`src/rtl/led_sequencer.sv`:
```
// LED pattern sequencer: a prescaler paces steps through bounce, rotate and bar-fill patterns.
// LED, direction and step pulse are registered and change in the cycle after the prescaler tick.
module led_sequencer #(
    parameter int N_LEDS    = 8,
    parameter int DIV_WIDTH = 24
) (
    input  logic                 clk,
    input  logic                 rst,
    input  logic                 en,
    input  logic [1:0]           mode,
    input  logic [DIV_WIDTH-1:0] step_div,
    output logic [N_LEDS-1:0]    led,
    output logic                 dir,
    output logic                 step_pulse
);

    typedef enum logic [1:0] {
        MODE_BOUNCE = 2'b00,
        MODE_ROT_L  = 2'b01,
        MODE_ROT_R  = 2'b10,
        MODE_BAR    = 2'b11
    } mode_t;

    localparam logic [N_LEDS-1:0] LED_FIRST = N_LEDS'(1);

    mode_t                mode_sel;
    logic [DIV_WIDTH-1:0] count;
    logic                 tick;
    logic                 is_one_hot;
    logic                 is_bar;
    logic                 is_full;
    logic [N_LEDS-1:0]    next_led;
    logic                 next_dir;

    assign mode_sel = mode_t'(mode);

    // The counter only advances on enabled cycles, so a tick can never fall on a disabled cycle.
    // Lowering step_div below the count lets the counter run on and wrap before matching again.
    assign tick = en && (count == step_div);

    assign is_one_hot = (led != '0) && ((led & (led - LED_FIRST)) == '0);
    assign is_bar     = (led & (led + LED_FIRST)) == '0;
    assign is_full    = &led;

    always_comb begin
        next_led = led;
        next_dir = dir;
        case (mode_sel)
            MODE_BOUNCE: begin
                if (!is_one_hot) begin
                    next_led = LED_FIRST;
                    next_dir = 1'b1;
                end else if (dir) begin
                    // Turning at the top end lights the top LED for only one step.
                    if (led[N_LEDS-1]) begin
                        next_led = led >> 1;
                        next_dir = 1'b0;
                    end else begin
                        next_led = led << 1;
                    end
                end else begin
                    if (led[0]) begin
                        next_led = led << 1;
                        next_dir = 1'b1;
                    end else begin
                        next_led = led >> 1;
                    end
                end
            end
            MODE_ROT_L: begin
                next_dir = 1'b1;
                if (!is_one_hot) begin
                    next_led = LED_FIRST;
                end else begin
                    next_led = {led[N_LEDS-2:0], led[N_LEDS-1]};
                end
            end
            MODE_ROT_R: begin
                if (!is_one_hot) begin
                    next_led = LED_FIRST;
                    next_dir = 1'b1;
                end else begin
                    next_led = {led[0], led[N_LEDS-1:1]};
                    next_dir = 1'b0;
                end
            end
            MODE_BAR: begin
                // A full bar empties; a broken bar restarts from the first LED.
                next_dir = 1'b1;
                if (is_full) begin
                    next_led = '0;
                end else if (is_bar) begin
                    next_led = {led[N_LEDS-2:0], 1'b1};
                end else begin
                    next_led = LED_FIRST;
                end
            end
            default: begin
                next_led = LED_FIRST;
                next_dir = 1'b1;
            end
        endcase
    end

    always_ff @(posedge clk or posedge rst) begin
        if (rst) begin
            count      <= '0;
            led        <= LED_FIRST;
            dir        <= 1'b1;
            step_pulse <= 1'b0;
        end else begin
            step_pulse <= tick;
            if (tick) begin
                count <= '0;
                led   <= next_led;
                dir   <= next_dir;
            end else if (en) begin
                count <= count + DIV_WIDTH'(1);
            end
        end
    end

endmodule

```
`config.mk`:
```
export PLATFORM = sky130hd
export DESIGN_NAME = led_sequencer
export DESIGN_NICKNAME = d
export VERILOG_FILES = /design/src/rtl/led_sequencer.sv
export SDC_FILE = /design/constraint.sdc
export NUM_CORES = 1
export LEC_CHECK = 0
export CORE_MARGIN = 2
export CORE_UTILIZATION = 48
export CTS_BUF_LIST = sky130_fd_sc_hd__clkbuf_4 sky130_fd_sc_hd__clkbuf_8 sky130_fd_sc_hd__clkbuf_16
export CTS_CLUSTER_SIZE = 14
export DETAILED_ROUTE_END_ITERATION = 16
export PLACE_DENSITY = 0.76
export SLEW_MARGIN = 20
export SYNTH_ARGS = -nofsm -noshare
export SYNTH_HDL_FRONTEND = slang
export SYNTH_SLANG_ARGS = --single-unit
```
`constraint.sdc`:
```
create_clock -name clk -period 2 [get_ports clk]
set_input_delay 0.4 -clock clk [delete_from_list [all_inputs] [get_ports clk]]
set_output_delay 0.4 -clock clk [all_outputs]
set_load 0.02 [all_outputs]
```
==> results.cfg <==
[run_status]
status = finished, violations left
violations = setup timing

[power]
cell_internal_pwr_w = 0.00131
p_sw_w = 0.000503
pwr-share-clk = 0.344
total_leakage_power_nw = 1.46
powerDensity_nw_per_um2 = 518
p_sw_frac = 0.277
vdd_ir_drop_max_mv = 0.632
p_comb_frac = 0.212
seq_power_share = 0.445

[synthesis]
synth_area_leader_cell = dfrtp_1
synth_edf_count = 0
synth_most_common_cell = nor2_1
ys_seq_elements = 34
synth_top_area_share = 0.354
syn_nets = 285
yosysSeqAreaShare = 0.377
ys_top_cells_by_count = 35 x nor2_1, 32 x dfrtp_1, 32 x xnor2_1
synth_area_um2 = 2260
synth_warnings = 0
synthFlopType = dfrtp_1
yosys-top-cells-area = dfrtp_1 35%, xnor2_1 12%, nor2_1 5.8%, xor2_1 4.6%, a21oi_1 4.0%
synth_cell_types = 41
avgSynthCellArea_um2 = 8.87
async_flop_share = 1.00
netlist_instances = 255

[place]
gp_congestion = 0.877
io_buffers = 38
placedCellCount = 385
dp_hpwl_um = 4580
placedInstanceArea_um2 = 3110

[sta]
skew_ns = 0.00684
fin_ws_ns = -0.0893
max_clock_freq_ghz = 0.479
worst_pin_slew_ns = 0.453
rsz0062_at_grt = yes
slew_viol_final = 0
final_hold_viol_count = 0
fin_crit_ns = 2.09
slew_headroom = 0.696
min_period_over_period = 1.04
setup_violations = 26

[grt]
grt_max_degree = 35
grt_pass1_vias = 2200
grt_overflow = 0
track_usage = 0.254
grt_pass1_wl_um = 10200
antenna_found_initial = 0

[clock_tree]
clkLatencyLatePin_ns = 0.29
h-tree-depth = 2
clk_pin_slew_ns = 0.07
cts_buffers = 5
clk_path_buf_depth = 2
cts_root_buf = clkbuf_8
cts_tree = yes
clock_sinks = 34
hold_buffers = 0

[routing]
wl_per_cell_um = 16.5
vias_per_cell = 5.59
final_antenna_net_count = 0
drc = 0
drtIter0Drc = 146
drt_pass1_iterations = 4
vias = 2242
wirelength_um = 6630

[final_layout]
drive_gt1_frac = 0.361
fin_nets = 378
antenna_cells = 0
fin_area_um2 = 3500
final_cell_count_no_fill = 401
syn2layout_area_growth_pct = 54.8

[critical_path]
crit_required_ns = 2.18
cp_slowest_stage_delay_ns = 0.55
cp_slowest_cell = or4_4
crit_path_max_fanout = 7
cp-end-kind = flip-flop
startpoint_type = flip-flop
critPathTopFamily = simple AND/OR/NAND/NOR gates
worst-r2r-setup-slack_ns = -0.09
cp.buffers_inverters = 3
crit_type = flip-flop to flip-flop
arrival_ns = 2.27
cp_cell_sequence = xnor2_2, nand4_1, or4_4, nor4_4, buf_6, buf_8, clkbuf_16, nor2_2

[floorplanning]
die_h_um = 72.7
fp.dieArea_um2 = 5280
start_util = 0.509
die_w_um = 72.7
ioPinCount = 39
rows = 24
coreArea_um2 = 4440

[job]
max_cap_viol_count = 0

[worst_hold_path]
hold_path.class = flip-flop to flip-flop
## per-stage QoR
stage,setup TNS [ns],worst slack (ns),hold slack (ns),power [W],util
2_1_floorplan,-0.0976,-0.0598,0.522,0.00101,-
3_3_place_gp,-14.73,-0.473,0.468,0.00117,0.699
3_5_place_dp,-15.93,-0.509,0.468,0.00118,0.699
4_1_cts,-2.07,-0.0896,0.478,0.00180,0.747
5_1_grt,-3.83,-0.153,0.506,0.00189,0.788
6_report,-1.68,-0.0893,0.475,0.00181,0.788
## cells in the final DEF, fill, tap and decap left out, types with 4 or more instances in the layout
master	n
buf_6	5
nand2_1	11
a21oi_2	5
nand4_1	13
xor2_1	12
nor2_1	15
nand3_1	11
dfrtp_2	4
inv_1	11
clkdlybuf4s50_1	23
buf_4	51
or3_1	6
nor2_4	11
nor3_1	6
dlygate4sd2_1	13
clkbuf_8	5
o21ai_0	6
dfrtp_1	28
a21oi_1	13
nor2_2	9
mux2_2	4
xnor2_1	30
## path summary, 6_finish.rpt
path / depth (start not counted) / startpoint / endpoint
max: 8 / count[18] / count[14]
min: 2 / dir / dir
max reg2reg: 8 / count[18] / count[14]
min reg2reg: 2 / dir / dir
max in group asynchronous: 3 / rst / dir
min in group asynchronous: 3 / rst / led[3]
## layout make-up
class | instances | area, um2
Sequential cell | 34 | 858
Multi-Input combinational cell | 196 | 1530
Timing Repair Buffer | 99 | 893
Clock buffer | 5 | 68.8
Fill cell | 275 | 942
Inverter | 12 | 50.0
Tap cell | 52 | 65.1
Clock inverter | 3 | 40.0
## layer usage
| layer | global-route usage | vias up | wire, um | part of all wire |
|---|---|---|---|---|
| met1 | 0.295 | 1087 | 2640 | 0.40 |
| met2 | 0.446 | 64 | 3470 | 0.52 |
| met3 | 0.0511 | 18 | 297 | 0.045 |
| li1 | - | 1073 | - | - |
| met4 | 0.121 | 0 | 221 | 0.033 |
| met5 | 0 | - | 0 | 0 |
## worst reg2reg max path, cell delays in order, from the launching register on
cell       delay (ns)
dfrtp_1          0.41
xnor2_2          0.20
nand4_1          0.13
or4_4            0.55
nor4_4           0.17
buf_6            0.18
buf_8            0.14
clkbuf_16        0.16
nor2_2           0.04
## timing repair
action / in CTS / in global routing
pin swaps: 20 / 20
resized for setup: 39 / 35
endpoints found under the setup margin: 36 / 35
setup buffers: 1 / 4
gates cloned: 2 / 1
## logic make-up (layout without fill, tap and decap cells)
| logic type | after synthesis | after routing | synth area share |
|---|---|---|---|
| xor+xnor | 44 | 44 | 0.170 |
| mux | 7 | 7 | 0.0332 |
| simple gates | 101 | 101 | 0.238 |
| fa+ha+maj | 1 | 1 | 0.00553 |
| flops | 34 | 34 | 0.377 |
| buf+inv | 25 | 119 | 0.0459 |
| compound gates | 43 | 43 | 0.129 |
## flip-flops by register name, summed over array words and instances (netlist names)
signal and count:
step_pulse 1, count 24, dir 1, led 8
## power groups by stage
stage,Sequential (W),Combinational (W),Clock (W)
5_1_grt,0.000814,0.000419,0.000657
3_3_place_gp,0.000809,0.000357,0
4_1_cts,0.000801,0.000366,0.000634
2_1_floorplan,0.000800,0.000207,0
3_5_place_dp,0.000812,0.000369,0
6_report,0.000807,0.000384,0.000623
(Power assumes the default switching activity.)
